## config.mk

```make
export PLATFORM = sky130hd
export DESIGN_NAME = cpa_seg_seq
export DESIGN_NICKNAME = d
export VERILOG_FILES = /design/src/rtl/cpa_seg_seq.sv
export SDC_FILE = /design/constraint.sdc
export NUM_CORES = 1
export LEC_CHECK = 0
export CORE_AREA = 2 2 112 92
export CTS_BUF_LIST = sky130_fd_sc_hd__clkbuf_4 sky130_fd_sc_hd__clkbuf_8
export CTS_CLUSTER_SIZE = 30
export DETAILED_ROUTE_END_ITERATION = 16
export DIE_AREA = 0 0 114 94
export PLACE_DENSITY_LB_ADDON = 0.2
export SLEW_MARGIN = 25
export SYNTH_ARGS = -nofsm -noshare
export SYNTH_HDL_FRONTEND = slang
export SYNTH_SLANG_ARGS = --single-unit
export TNS_END_PERCENT = 10
```

## constraint.sdc

```tcl
create_clock -name clk -period 2.2 [get_ports clk]
set_clock_uncertainty 0.05 [all_clocks]
set_input_delay 0.33 -clock clk [delete_from_list [all_inputs] [get_ports clk]]
set_output_delay 0.33 -clock clk [all_outputs]
set_load 0.02 [all_outputs]
```

## src/rtl/cpa_seg_seq.sv

```systemverilog
// cpa_seg_seq: DATA_W-bit adder sequenced one SEG_W-bit segment per cycle through an external narrow CPA.
// Inter-segment carry enters via bit 0 of both CPA operands, since the CPA has no carry-in.
module cpa_seg_seq #(
  parameter int SEG_W = 5,
  parameter int NUM_SEG = 4,
  localparam int DATA_W = SEG_W * NUM_SEG
) (
  input  logic              clk,
  input  logic              rst,
  input  logic              in_valid,
  output logic              in_ready,
  input  logic [DATA_W-1:0] in_a,
  input  logic [DATA_W-1:0] in_b,
  input  logic              in_cin,
  output logic              out_valid,
  input  logic              out_ready,
  output logic [DATA_W-1:0] out_sum,
  output logic              out_cout,
  output logic [SEG_W:0]    cpa_a,
  output logic [SEG_W:0]    cpa_b,
  input  logic [SEG_W:0]    cpa_sum,
  input  logic              cpa_cout,
  output logic              busy,
  output logic              err
);
  localparam int KW = $clog2(NUM_SEG);
  localparam logic [KW-1:0] K_LAST = KW'(NUM_SEG - 1);
  typedef enum logic [1:0] {IDLE, RUN, DONE} state_t;
  state_t r_state, w_next;
  logic [DATA_W-1:0] r_a, r_b, r_sum;
  logic [KW-1:0] r_k;
  logic r_c, r_cout, r_err;
  logic w_last;
  assign w_last = r_k == K_LAST;
  always_ff @(posedge clk) r_state <= rst ? IDLE : w_next;
  always_comb begin
    w_next = r_state;
    w_next = (r_state == IDLE) ? (in_valid ? RUN : IDLE) :
             (r_state == RUN)  ? (w_last ? DONE : RUN) :
             (out_ready ? IDLE : DONE);
  end
  assign in_ready  = (r_state == IDLE) & ~rst;
  assign busy      = r_state == RUN;
  assign out_valid = r_state == DONE;
  assign cpa_a     = busy ? {r_a[int'(r_k)*SEG_W +: SEG_W], r_c} : '0;
  assign cpa_b     = busy ? {r_b[int'(r_k)*SEG_W +: SEG_W], r_c} : '0;
  assign out_sum   = r_sum;
  assign out_cout  = r_cout;
  assign err       = r_err;
  always_ff @(posedge clk) begin
    if (rst) begin
      r_k    <= '0;
      r_c    <= 1'b0;
      r_sum  <= '0;
      r_cout <= 1'b0;
      r_err  <= 1'b0;
    end else if (in_ready & in_valid) begin
      r_a <= in_a;
      r_b <= in_b;
      r_c <= in_cin;
      r_k <= '0;
    end else if (busy) begin
      r_sum[int'(r_k)*SEG_W +: SEG_W] <= cpa_sum[SEG_W:1];
      r_c   <= cpa_cout;
      r_k   <= r_k + 1'b1;
      r_err <= r_err | cpa_sum[0];
      if (w_last) r_cout <= cpa_cout;
    end
  end
endmodule

```

# After elaboration in Yosys (flattened, before gate mapping)
# Cells that the tools add are included.
# op_classes
add_sub_neg	2
n_mul	1
eq_ne	3
n_shift	4
muxes	10
bitwise	5
reduce_logical	6
# ops
operator	count
20-bit by 32-bit variable part select with 5-bit output	2
5-bit negation with 33-bit output	1
5-bit by 33-bit variable shift with 20-bit output, first input constant	1
5-bit by 33-bit variable part select with 20-bit output	1
20-bit bitwise mux	1
6-bit two-way mux	2
2-bit two-way mux	4
2-bit by 3-bit multiplier with 5-bit output, second input constant	1
2-bit == test, second input constant	2
2-bit AND reduction	2
1-bit two-way mux	3
3-bit AND reduction	1
2-bit by 1-bit adder with 2-bit output, second input constant	1
1-bit AND	2
2-bit by 1-bit == test with 1-bit output, second input constant	1
2-bit logical NOT	1
1-bit NOT	2
2-bit nonzero test	1
2-bit OR reduction	1
1-bit OR	1
# word_totals
ff_bits	67
inputBits	52
output_inout_bits	37

# Depth between registers and ports, before layout
# Gate-level depths: netlist of run 1.
# depth
ltp_word	5
ltp_mapped	8
depth_no_buf	5

# Worst setup path before layout of run 1
# No wires, ideal clock.
# synth_path
path_kind	reg2reg
start	register r_state[0]
end	register r_a[0], enable pin
setup_ns	0.422
arrival_time_ns	1.942
path_slack_ns	-0.214
path_stages_with_launch	3
period_less_slack_ns	2.414
path_cell_list	dfxtp_1 -> buf_6 -> nor4b_4
# synth_via
elab_chain_cells	4
# synth_lines
element	line_no	source
start: declaration	29	state_t r_state, w_next;
start signal: assignment	35	always_ff @(posedge clk) r_state <= rst ? IDLE : w_next;
2-bit logical NOT	42	assign in_ready = (r_state == IDLE) & ~rst;
1-bit AND	42	
1-bit AND	57	end else if (in_ready & in_valid) begin
2-bit AND reduction (no line)	n/a	
end signal: assignment	58	r_a <= in_a;
end: declaration	30	logic [DATA_W-1:0] r_a, r_b, r_sum;
# No other way between the ends.
# A chain may end at the register's enable or synchronous reset.

# Worst setup path in the final report of run 1
# layout_path
start	register r_k[0]
end	output port cpa_b[1]
# layout_via
elab_chain_cells	3
# layout_lines
element	line_no	source
start: declaration	31	logic [KW-1:0] r_k;
start signal: assignment	65	r_k <= r_k + 1'b1;
2-bit by 3-bit multiplier with 5-bit output	46	assign cpa_b = busy ? {r_b[int'(r_k)*SEG_W +: SEG_W], r_c} : '0;
20-bit by 32-bit variable part select with 5-bit output	46	
6-bit two-way mux	46	
end: declaration	20	output logic [SEG_W:0] cpa_b,
# No other way between the ends.

==> results of run 1 <==
state kept, by name, summed over array words and instances (netlist names):
register,flops
r_b,20
r_k,2
err,1
r_a,20
r_state,2
r_c,1
out_cout,1
out_sum,20
worst paths after layout:
kind                                   from          end  slack, ns
worst min-delay path            out_sum[18]  out_sum[18]       0.40
worst max register to register       r_k[0]   out_sum[0]       0.24
worst max-delay path                 r_k[0]     cpa_b[1]       0.06
worst min register to register  out_sum[18]  out_sum[18]       0.40
power by group through the flow:
stage | logic [mW] | registers (mW) | clock network [mW]
after detailed placement | 0.478 | 1.43 | 0
after CTS | 0.470 | 1.40 | 0.898
after floorplan | 0.251 | 1.44 | 0
final | 0.463 | 1.40 | 0.855
after global placement | 0.473 | 1.43 | 0
after global routing | 0.506 | 1.41 | 0.946
layout make-up:
cell class	count	area, um2	share of cell area [%]
sequential	67	1740	43.5
timing repair buffer	99	982	24.5
multi-input combinational	114	953	23.8
tap	119	149	3.71
clock buffer	11	139	3.46
inverter	7	26.3	0.655
clock inverter	4	18.8	0.468
cells by family after synthesis:
| logic type | Yosys count | synth area share (%) |
|---|---|---|
| and+or+nand+nor | 70 | 15.4 |
| DFF | 67 | 62.0 |
| adders and majority gates | 6 | 2.67 |
| AOI/OAI and AO/OA | 25 | 6.63 |
| xor gates and xnor gates | 1 | 0.312 |
| muxes | 12 | 8.86 |
| buffers and inverters | 19 | 4.10 |
tightest hold or removal path: stages (launching register included):
cell and delay [ns]:
dfxtp_1 0.31, nand2_1 0.05, a21oi_1 0.05
metrics by stage:
stage / worst slack (ns) / setup TNS (ns) / power [mW] / area [um2]
3_3_place_gp: 0.0863 / 0 / 1.90 / 3850
6_report: 0.0612 / 0 / 2.72 / 4010
2_1_floorplan: -0.160 / -6.48 / 1.69 / 2810
5_1_grt: -0.0292 / -0.113 / 2.86 / 4010
4_1_cts: -0.0256 / -0.0483 / 2.77 / 4010
3_5_place_dp: 0.0820 / 0 / 1.91 / 3850
cells in the final DEF, fill, tap and decap left out, types with 2 or more instances in the layout:
cell	instances
nand2b_1	6
dfxtp_2	2
o32ai_2	5
clkbuf_4	2
a21oi_1	18
nor2b_1	3
clkinv_2	3
dfxtp_1	25
mux2i_1	2
nor3_1	3
dlygate4sd2_1	2
mux4_2	9
edfxtp_1	40
nand3b_1	4
clkbuf_8	9
clkdlybuf4s15_1	2
and2_1	11
nand2_1	17
ha_1	6
inv_1	7
nor2_1	3
nand4_1	15
clkdlybuf4s50_1	74
clkdlybuf4s15_2	7
buf_4	9
metal layers:
layer / vias up / wire, um / track usage [%]
met5: - / 0 / 0
met4: 0 / 85 / 4.57
met3: 6 / 397 / 5.16
met2: 48 / 2820 / 19.2
met1: 902 / 3030 / 16.7
li1: 937 / - / -
==> summary.txt, run 1 <==
Pwr
  • Maximum VDD drop: 0.292 mV
  • Sw Ratio: 25.0%
  • Combinational share of power: 17.0%
  • Power Density: 678 nW/um2
  • Switching pwr: 0.679 mW
  • Pleak: 1.40 nW
  • Clk pwr share: 31.4%
  • Internal: 2.04 mW
  • Power share of the sequential group: 51.6%

Cells and area
  • Layout cells sized above 1: 18.5%
  • Fillers: 903
  • Final cell count without fillers: 421
  • Diode count: 0
  • Final Core Density: 42.1%
  • Final #Nets: 356
  • Area growth from synthesis to layout: 42.8%

Detailed routing
  • Total wire length: 6330 um
  • First DRT Iteration DRCs: 51
  • Vias after detailed routing: 1893
  • Residual DRC: 0
  • Remaining antenna violation count after routing: 0
  • Wirelength per Cell: 15.0 um
  • 1st-pass router iterations: 4
  • DR vias/cell: 4.50

Yosys
  • Mapped Avg Cell Area: 14.1 um2
  • Seq cells post-synth: 67
  • Post-synth top cells: 40 x edfxtp_1, 27 x dfxtp_1, 18 x a21oi_1, 17 x nand2_1, 15 x nand4_1
  • Async S/R FF share, synth: 0%
  • EDFF count, synth: 40
  • Yosys Warn Count: 0
  • Yosys top cell area share: 42.7%
  • Mapped Nets: 258
  • Post-synth top flop: edfxtp_1
  • Post-synthesis cell area: 2810 um2
  • Register area share after synthesis: 62.0%
  • Synth cell types: 33
  • Top post-synthesis cells by area: edfxtp_1 43%, dfxtp_1 19%, mux4_2 7.2%, nand4_1 3.3%, a21oi_1 3.2%
  • Gate Count Post-Synth: 200
  • Count leader, synth: edfxtp_1
  • Cell taking the most area after synthesis: edfxtp_1

Critical path
  • Crit start category: register
  • Setup CP Type: reg2out
  • Worst setup EP type: output pin
  • Reg2reg path depth: 7
  • Crit path cell chain: buf_4 > mux4_2 > and2_1 > clkdlybuf4s15_1
  • Family with the most delay on the worst path: multiplexers
  • Critical path data required time: 1.82 ns
  • Critical path data arrival time: 1.76 ns
  • Crit path depth: 4
  • Worst path bufs/invs: 2
  • Max incr delay on CP: 0.48 ns
  • Crit-path slowest cell: mux4_2
  • Worst-path fanout max: 4

Placement
  • Port Buffer Count: 88
  • DP HPWL: 4530 um
  • Placed insts: 406
  • Routability cong.: 0.712

Floorplanning
  • Rows: 32
  • Die span in y: 94 um
  • Core area: 9530 um2
  • Die Span X: 114 um
  • Die ar.: 10700 um2
  • I/O pins: 89
  • Initial Util: 29.5%

Clock network
  • Worst-path clk slew: 0.06 ns
  • Clock Tree Buf Depth: 2
  • Num CTS Buffers: 9
  • Post-CTS Resized: 31
  • Postcts setup bufs: 0
  • Hold-fix buffers at CTS: 0
  • CTS tree: yes
  • Sinks on Clock Net: 67
  • CTS root buf: clkbuf_8
  • Clk_lat worst skew: 0.34 ns
  • H-tree levels: 3

GRT
  • Total grt overflow: 0
  • First-pass GRT wire length: 10200 um
  • Antenna violations before repair: 0
  • Vias in the first global route: 1977
  • Largest net degree at the start of global routing: 46
  • Tot GR Track Use: 12.8%

STA
  • Final min period: 2.14 ns
  • Setup-failing EPs final: 0
  • Fin. Hold Viols: 0
  • Final worst-path cycle share: 97.2%
  • RSZ-0062 raised after global routing: true
  • Worst rel slew slack: 71.8%
  • Peak Freq: 0.468 GHz
  • Least-Margin Pin Slew: 0.422 ns
  • Max-slew violation count: 0
  • WHS: 0.402 ns

Flow run
  • Max-cap viol count: 0

Outcome
  • Outcome: completed

Hold path
  • Worst min path class: reg2reg
  • Hold Crit Depth: 2
No activity file was read; power rests on OpenSTA's default activity.
==> inputs of run 2 (changes only) <==
--- a/config.mk
+++ b/config.mk
@@ -10,6 +10,7 @@
 export CTS_CLUSTER_SIZE = 30
 export DETAILED_ROUTE_END_ITERATION = 16
 export DIE_AREA = 0 0 114 94
+export GPL_ROUTABILITY_DRIVEN = 0
 export PLACE_DENSITY_LB_ADDON = 0.2
 export SLEW_MARGIN = 25
 export SYNTH_ARGS = -nofsm -noshare
==> results of run 2 <==
Same layout as run 1: the final DEF is identical, and so are final timing and power.
==> inputs of run 3 (changes only) <==
--- a/config.mk
+++ b/config.mk
@@ -11,6 +11,7 @@
 export DETAILED_ROUTE_END_ITERATION = 16
 export DIE_AREA = 0 0 114 94
 export GPL_ROUTABILITY_DRIVEN = 0
+export GPL_TIMING_DRIVEN = 0
 export PLACE_DENSITY_LB_ADDON = 0.2
 export SLEW_MARGIN = 25
 export SYNTH_ARGS = -nofsm -noshare
==> run 3 against run 2 <==
Worst setup slack improved by 0.013 ns. First-iteration DRC count increased by 57%. Count of clock-buffer cells in the layout decreased by 1. Sequential share of layout area decreased by 0.12 points. Non-clock buffer count increased by 5. Cell area increased by 0.50%. Sequential power about the same. Via count increased by 3.1%. Fmax increased by 0.63%. Clock power increased by 16%. Final cell count increased by 1.2%. Critical path depth decreased by 1. Critical endpoint is now cpa_b[5].
==> summary.txt, run 3 (same netlist as run 1, synthesis figures left out) <==
GRT
  • First-pass GRT wire length: 10600 um (+3.9%)
  • Vias in the first global route: 1984 (+0.35%)
  • Total grt overflow: 0 (unchanged)
  • Largest net degree at the start of global routing: 13 (-72%)
  • Antenna violations before repair: 0 (unchanged)
  • Tot GR Track Use: 13.3% (+0.52 points)

Cells and area
  • Most frequent cells in the layout: 73 x clkdlybuf4s50_1, 40 x edfxtp_1, 24 x dfxtp_1
  • Diode count: 0 (unchanged)
  • Fillers: 934 (+3.4%)
  • Commonest non-fill, non-tap cell in the layout: clkdlybuf4s50_1
  • Design Area, Final: 4030 um2 (+0.50%)
  • Area growth from synthesis to layout: 43.5%
  • Final #Nets: 361 (+1.4%)
  • Final cell count without fillers: 426 (+1.2%)
  • Layout cells sized above 1: 20.5% (+2.0 points)

STA
  • Final worst-path cycle share: 96.6% (-0.61 points)
  • Final min period: 2.13 ns (-0.0135 ns)
  • Worst rel slew slack: 70.7% (-1.1 points)
  • Fin worst setup slack: 0.0747 ns (+0.0135 ns)
  • WHS: 0.406 ns (+0.00431 ns)
  • Fin. Hold Viols: 0 (unchanged)
  • Setup-failing EPs final: 0 (unchanged)
  • Peak Freq: 0.471 GHz (+0.63%)
  • RSZ-0062 raised after global routing: false
  • Max-slew violation count: 0 (unchanged)
  • Least-Margin Pin Slew: 0.439 ns (+0.0175 ns)
  • Setup_tns: 0 ns (unchanged)

Floorplanning
  • I/O pins: 89 (unchanged)
  • Die Span X: 114 um (unchanged)
  • Die span in y: 94 um (unchanged)
  • Initial Util: 29.5% (unchanged)
  • Die ar.: 10700 um2 (unchanged)
  • Rows: 32 (unchanged)
  • Core area: 9530 um2 (unchanged)

Pwr
  • Clk pwr share: 34.5% (+3.1 points)
  • Sw Ratio: 25.1% (+0.18 points)
  • Internal: 2.15 mW (+5.4%)
  • Maximum VDD drop: 0.312 mV (+7.0%)
  • Pleak: 1.43 nW (+2.0%)
  • Combinational share of power: 16.5% (-0.5 points)
  • Power share of the sequential group: 49.0% (-2.6 points)
  • Power Density: 713 nW/um2 (+5.1%)
  • Switching pwr: 0.723 mW (+6.4%)

Critical path
  • Setup CP Type: reg2out
  • Crit-path slowest cell: mux4_1
  • Worst-path fanout max: 5 (+1)
  • Crit path cell chain: mux4_1 > and2_1 > clkdlybuf4s15_1
  • Crit start category: register
  • Critical path data arrival time: 1.75 ns (about the same)
  • Critical path data required time: 1.82 ns (about the same)
  • Max incr delay on CP: 0.54 ns (+0.06 ns)
  • Worst setup EP type: output pin

Detailed routing
  • First DRT Iteration DRCs: 80 (+57%)
  • Remaining antenna violation count after routing: 0 (unchanged)
  • Vias after detailed routing: 1951 (+3.1%)
  • Residual DRC: 0 (unchanged)
  • Wirelength per Cell: 15.7 um (+4.3%)
  • Total wire length: 6680 um (+5.5%)
  • DR vias/cell: 4.58 (+1.9%)
  • 1st-pass router iterations: 4 (unchanged)

Clock network
  • CTS root buf: clkbuf_8
  • Worst-path clk slew: 0.08 ns (+0.02 ns)
  • Clk_lat worst skew: 0.34 ns (about the same)
  • H-tree levels: 3 (unchanged)
  • Clock Tree Buf Depth: 2 (unchanged)
  • CTS tree: yes
  • Num CTS Buffers: 9 (unchanged)
  • Sinks on Clock Net: 67 (unchanged)
  • Hold-fix buffers at CTS: 0 (unchanged)

Hold path
  • Worst min path class: reg2reg

Outcome
  • Outcome: completed

Placement
  • Placed insts: 411 (+1.2%)
  • Placed inst area: 3880 um2 (+0.81%)
  • Port Buffer Count: 88 (unchanged)
  • DP HPWL: 4840 um (+6.7%)
  • Worst slack, placed: -0.398 ns (-0.480 ns)

Flow run
  • Max-cap viol count: 0 (unchanged)
[run 3: cell count changes in the layout (fill, tap and decap cells not counted), sizes merged]
cell / before / now
dlygate4sd2: 2 / 4
buf: 12 / 23
dlymetal6s2s: 1 / 0
clkdlybuf4s50: 74 / 73
bufinv: 0 / 1
clkinv: 4 / 2
clkinvlp: 0 / 2
clkbuf: 12 / 13
clkdlybuf4s15: 9 / 1
[run 3: layout make-up]
cell class / instances / area [um2] / area share, %
Sequential cell: 67 / 1750 / 43.3
Multi-Input combinational cell: 114 / 953 / 23.6
Timing Repair Buffer: 92 / 863 / 21.4
Tap cell: 119 / 149 / 3.69
Clock buffer: 10 / 131 / 3.26
Buffer: 12 / 106 / 2.64
Clock inverter: 5 / 55.1 / 1.37
Inverter: 7 / 26.3 / 0.652
[run 3: per-layer routing]
metal	vias up	wire [um]	share of wire (%)	track usage, %
li1	951	-	-	-
met1	934	3340	50	18.3
met2	58	2930	44	20.0
met3	8	318	4.8	3.94
met4	0	83	1.2	4.88
met5	-	0	0	0
[run 3: path summary, 6_finish.rpt]
path / start / end / slack [ns] / cells past startpoint
worst max-delay path: r_k[0] / cpa_b[5] / 0.07 / 3
worst min-delay path: out_sum[5] / out_sum[5] / 0.41 / 2
worst max register to register: r_k[0] / out_sum[3] / 0.23 / 8
worst min register to register: out_sum[5] / out_sum[5] / 0.41 / 2
[run 3: what timing repair did]
item,4_1_cts,5_1_grt
cloned,0,0
gates resized for setup,51,3
setup endpoints to repair,14,2
buffers inserted,0,0
[run 3: per-stage QoR]
stage,util (%),total power [mW]
after floorplan,-,1.69
after global placement,40.3,1.91
after detailed placement,40.7,1.93
after CTS,42.3,2.91
after global routing,42.3,3.01
final,42.3,2.88
[run 3: worst max-delay path, delay by kind of cell, from the launching register on]
family / cells / cell delay (ns)
simple gates: 1 / 0.18
buf+inv: 1 / 0.28
mux: 1 / 0.54
flops: 1 / 0.41
[run 3: power by group through the flow]
stage / clock network (mW) / registers [mW] / logic [mW]
3_5_place_dp: 0 / 1.44 / 0.492
5_1_grt: 1.08 / 1.41 / 0.513
2_1_floorplan: 0 / 1.44 / 0.251
3_3_place_gp: 0 / 1.44 / 0.476
6_report: 0.993 / 1.41 / 0.474
4_1_cts: 1.02 / 1.41 / 0.479
